==> src/rtl/wb_buffer.sv <==
// Write-back staging FIFO between the result-select mux and the
// register-file write port, with forwarding lookup and select screening.
module wb_buffer #(
  parameter int WIDTH  = 16,
  parameter int ADDR_W = 4,
  parameter int DEPTH  = 2
) (
  input  logic                     clk,
  input  logic                     rst_n,
  input  logic                     in_valid,
  output logic                     in_ready,
  input  logic [WIDTH-1:0]         in_data,
  input  logic [2:0]               in_sel,
  input  logic [ADDR_W-1:0]        in_addr,
  output logic                     out_valid,
  input  logic                     out_ready,
  output logic [WIDTH-1:0]         out_data,
  output logic [ADDR_W-1:0]        out_addr,
  input  logic [ADDR_W-1:0]        lookup_addr,
  output logic                     lookup_hit,
  output logic [WIDTH-1:0]         lookup_data,
  input  logic                     flush,
  input  logic                     clr_err,
  output logic                     sel_err,
  output logic [$clog2(DEPTH):0]   count
);

  localparam int PW = $clog2(DEPTH);
  localparam int CW = PW + 1;
  localparam logic [CW-1:0] FULL = CW'(DEPTH);
  localparam logic [2:0] BAD_SEL = 3'd7;

  logic [WIDTH-1:0]  mem_data [DEPTH];
  logic [ADDR_W-1:0] mem_addr [DEPTH];
  logic [PW-1:0]     wr_ptr;
  logic [PW-1:0]     rd_ptr;
  logic [CW-1:0]     cnt;
  logic              err;

  logic push_hs;
  logic store;
  logic pop;
  logic bad;

  logic [PW-1:0]     scan_idx;

  assign in_ready  = (cnt < FULL);
  assign out_valid = (cnt != '0);
  assign count     = cnt;
  assign sel_err   = err;

  // A flush swallows any handshake presented alongside it.
  assign bad     = (in_sel == BAD_SEL);
  assign push_hs = in_valid & in_ready & ~flush;
  assign store   = push_hs & ~bad;
  assign pop     = out_valid & out_ready & ~flush;

  // Head entry drives the write port; zero when nothing is queued.
  always_comb begin
    out_data = '0;
    out_addr = '0;
    if (out_valid) begin
      out_data = mem_data[rd_ptr];
      out_addr = mem_addr[rd_ptr];
    end
  end

  // Scan oldest to youngest so the youngest match overwrites older ones.
  always_comb begin
    lookup_hit  = 1'b0;
    lookup_data = '0;
    scan_idx    = '0;
    for (int i = 0; i < DEPTH; i++) begin
      scan_idx = rd_ptr + PW'(i);
      if ((CW'(i) < cnt) &&
          (mem_addr[scan_idx] == lookup_addr)) begin
        lookup_hit  = 1'b1;
        lookup_data = mem_data[scan_idx];
      end
    end
  end

  // Entry storage; only screened words are written.
  always_ff @(posedge clk or negedge rst_n) begin
    if (!rst_n) begin
      for (int i = 0; i < DEPTH; i++) begin
        mem_data[i] <= '0;
        mem_addr[i] <= '0;
      end
    end else if (store) begin
      mem_data[wr_ptr] <= in_data;
      mem_addr[wr_ptr] <= in_addr;
    end
  end

  // Pointers wrap naturally because DEPTH is a power of two.
  always_ff @(posedge clk or negedge rst_n) begin
    if (!rst_n) begin
      wr_ptr <= '0;
      rd_ptr <= '0;
    end else if (flush) begin
      wr_ptr <= '0;
      rd_ptr <= '0;
    end else begin
      if (store) wr_ptr <= wr_ptr + 1'b1;
      if (pop)   rd_ptr <= rd_ptr + 1'b1;
    end
  end

  // Occupancy tracks store/pop; simultaneous ones cancel.
  always_ff @(posedge clk or negedge rst_n) begin
    if (!rst_n) begin
      cnt <= '0;
    end else if (flush) begin
      cnt <= '0;
    end else begin
      unique case ({store, pop})
        2'b10:   cnt <= cnt + 1'b1;
        2'b01:   cnt <= cnt - 1'b1;
        default: cnt <= cnt;
      endcase
    end
  end

  // Sticky select error; a new bad select beats a clear.
  always_ff @(posedge clk or negedge rst_n) begin
    if (!rst_n) begin
      err <= 1'b0;
    end else if (push_hs && bad) begin
      err <= 1'b1;
    end else if (clr_err) begin
      err <= 1'b0;
    end
  end

endmodule

==> config.mk <==
export PLATFORM = sky130hd
export DESIGN_NAME = wb_buffer
export DESIGN_NICKNAME = d
export VERILOG_FILES = /design/src/rtl/wb_buffer.sv
export SDC_FILE = /design/constraint.sdc
export NUM_CORES = 1
export LEC_CHECK = 0
export ABC_CLOCK_PERIOD_IN_PS = 3200
export CORE_ASPECT_RATIO = 1.2
export CORE_MARGIN = 10
export CORE_UTILIZATION = 35
export DETAILED_ROUTE_END_ITERATION = 8
export GPL_TIMING_DRIVEN = 0
export PLACE_DENSITY = 0.59
export REMOVE_ABC_BUFFERS = 1
export SLEW_MARGIN = 20
export SYNTH_ARGS = -nofsm -noshare
export SYNTH_HDL_FRONTEND = slang
export SYNTH_SLANG_ARGS = --single-unit
==> constraint.sdc <==
create_clock -name clk -period 3.2 [get_ports clk]
set_clock_uncertainty 0.1 [all_clocks]
set_input_delay 0.8 -clock clk [delete_from_list [all_inputs] [get_ports clk]]
set_output_delay 0.8 -clock clk [all_outputs]
set_load 0.02 [all_outputs]
==> impl_metrics.env <==
export IMPL_rsz0062_at_grt="true"
export IMPL_yosysTopAreaCell="dfrtp_1"
export IMPL_synth_edf_count=0
export IMPL_num_vias=2548
export IMPL_synth_common_cells="45 x dfrtp_1, 33 x nand3_1, 24 x mux2i_1"
export IMPL_clock_sinks=45
export IMPL_hold_viol=0
export IMPL_cts_tree="done"
export IMPL_max_vdd_ir_drop_mv=0.457
export IMPL_critPathRequiredTime_ns=2.30
export IMPL_wl_per_cell_um=19.8
export IMPL_grt_pass1_wl_um=14600
export IMPL_synth_top_area_share_pct=40.8
export IMPL_total_leakage_power_nw=1.75
export IMPL_antenna_found_initial=0
export IMPL_period_needed_ns=3.34
export IMPL_synth_area_top_cells="dfrtp_1 41%, mux2i_1 8.7%, mux2_2 8.6%, mux2_1 7.7%, nand3_1 6.0%"
export IMPL_gp_congestion=0.708
export IMPL_start_util_pct=35.8
export IMPL_setup_violations=16
export IMPL_rr_endpoint="mem_data[10]"
export IMPL_slew_headroom_pct=33.5
export IMPL_fillers=677
export IMPL_ys_ff_latch=45
export IMPL_met1_length_um=3890
export IMPL_wirelength_um=9080
export IMPL_crit_family="simple AND/OR/NAND/NOR gates"
export IMPL_crit_top_cell="buf_4"
export IMPL_synth_most_common_cell="dfrtp_1"
export IMPL_crit_type="primary input to output pin"
export IMPL_grt_use_total_pct=15.1
export IMPL_h_tree_depth=2
export IMPL_netlist_area_um2=2760
export IMPL_path_clk_slew_ns=0.09
export IMPL_end_kind="output pin"
export IMPL_grt_pass1_vias=2776
export IMPL_highest_layer="met4"
export IMPL_netlist_cell_type_count=34
export IMPL_syn_inst=273
export IMPL_cts_buffer_depth=2
export IMPL_postPlaceCellArea_um2=3540
export IMPL_clk_insertion_delay_late_ns=0.29
export IMPL_whs_ns=0.338
export IMPL_ys_seq_area_share_pct=40.8
export IMPL_synth_main_ff_cell="dfrtp_1"
export IMPL_die_h_um=117
export IMPL_design_area_um2=4200
export IMPL_critPathMaxStageDelay_ns=0.39
export IMPL_finalCoreUtilization_pct=54.5
export IMPL_violations="negative setup slack"
export IMPL_cp_max_fo=5
export IMPL_path_buf_inv=3
export IMPL_die_area_um2=11900
export IMPL_diodes=0
export IMPL_numCtsBuffers=5
export IMPL_regToRegSetupSlack_ns=0.80
export IMPL_worst_slew_pin_slew_ns=0.995
export IMPL_fp_row_count=35
export IMPL_avgSynthCellArea_um2=10.1
export IMPL_ios=75
export IMPL_first_pass_iters=4
export IMPL_io_buffers=74
export IMPL_outcome="finished, violations left"
export IMPL_syn_to_final_growth_pct=52.1
export IMPL_worstHoldPathType="primary input to async pin"
export IMPL_finalWorstSetupSlack_ns=-0.135
export IMPL_fin_nets=401
export IMPL_slew_viol_final=0
export IMPL_slowest_stage="or3b_4"
export IMPL_drt_iter0_markers=102
export IMPL_fmax_mhz=300
export IMPL_reg2reg_from="count[1]"
export IMPL_power_density_nw_per_um2=929
export IMPL_via_per_inst=5.55
export IMPL_overflow=0
export IMPL_dr_wl_met2_um=4660
export IMPL_wl_met3_um=450
export IMPL_fin_crit_sh_pct=104
export IMPL_drcViolationCount=0
export IMPL_dp_hpwl_um=4940
export IMPL_cts_root_buf="clkbuf_8"
export IMPL_power_total_mw=3.90
export IMPL_die_w_um=101
export IMPL_path_cells="buf_6, or3b_4, mux2i_4, buf_4, and4_4, nand2_1, a32oi_1, buf_4"
export IMPL_ys_async_sr_fraction_pct=100
export IMPL_drv_cap=0
export IMPL_critPathLaunchType="primary input"
export IMPL_ff2ff_path_depth=5
export IMPL_grt_max_degree=30
export IMPL_core_um2=7710
export IMPL_drtAntennaViolNets=0
export IMPL_ys_warnings_count=0
export IMPL_worst_endpoint_arrival_ns=2.44
export IMPL_drive_above_1_share_pct=33.5
==> kinds of logic after synthesis <==
family	synth area share (%)
mux	25.5
xor+xnor	2.85
fa+ha+maj	0.906
buf+inv	5.26
compound gates	8.56
simple gates	16.1
flops	40.8
==> cell type report <==
cell class | count | area [µm²] | area share (%)
multi-input combinational | 204 | 1790 | 42.5
sequential | 45 | 1130 | 26.9
timing repair buffer | 106 | 1060 | 25.3
tap | 92 | 115 | 2.74
clock buffer | 8 | 90.1 | 2.14
inverter | 4 | 17.5 | 0.417
==> sequential cells by signal, summed over array words and instances (netlist names) <==
signal and count:
mem_data 32, sel_err 1, mem_addr 8, wr_ptr 1, count 2, rd_ptr 1
==> worst max-delay path by stage <==
stage                      to           start  slack (ns)  cells after the start
4_1_cts            lookup_hit          rd_ptr       -0.11                      7
2_1_floorplan  lookup_data[0]          rd_ptr       -1.21                      5
5_1_grt        lookup_data[6]          rd_ptr       -0.22                      9
3_5_place_dp   lookup_data[8]  lookup_addr[1]       -1.75                      7
6_report       lookup_data[8]  lookup_addr[1]       -0.14                      8
3_3_place_gp   lookup_data[3]          rd_ptr       -2.59                      6
==> repair_timing <==
action / CTS / global route
endpoints found under the setup margin: 38 / 27
setup buffers: 18 / 7
hold buffers: 0 / 0
pin swaps: 14 / 20
gates cloned: 7 / 0
gates resized for setup: 139 / 55
==> through the flow <==
step	setup TNS, ns	worst slack [ns]	std cells
after global placement	-74.56	-2.59	415
after CTS	-1.53	-0.113	452
after global routing	-3.10	-0.218	459
after floorplan	-20.10	-1.21	249
final	-1.60	-0.135	459
after detailed placement	-28.36	-1.75	419
==> cell usage in the layout, fill, tap and decap left out, types with 11 or more instances in the layout <==
master           netlist  layout
a21oi_1               15      14
a32oi_1               15      11
buf_4                  1      31
buf_6                  4      12
clkdlybuf4s50_1        0      41
dfrtp_1               45      43
mux2_1                19      19
mux2_2                21      21
mux2i_1               24      15
nand2_1               17      12
nand3_1               33      28
nor2_1                23      22
==> where the power goes <==
group,internal [mW],switching (mW)
Sequential,0.842,0.299
Clock,0.176,0.187
Combinational,1.20,1.20
==> routing by layer <==
layer | vias to the layer above | GRT usage, %
met4 | 0 | 3.49
met1 | 1275 | 17.3
met5 | - | 0
li1 | 1180 | -
met2 | 83 | 26.6
met3 | 10 | 4.40
Note: power is estimated with default switching activity, not from simulation.
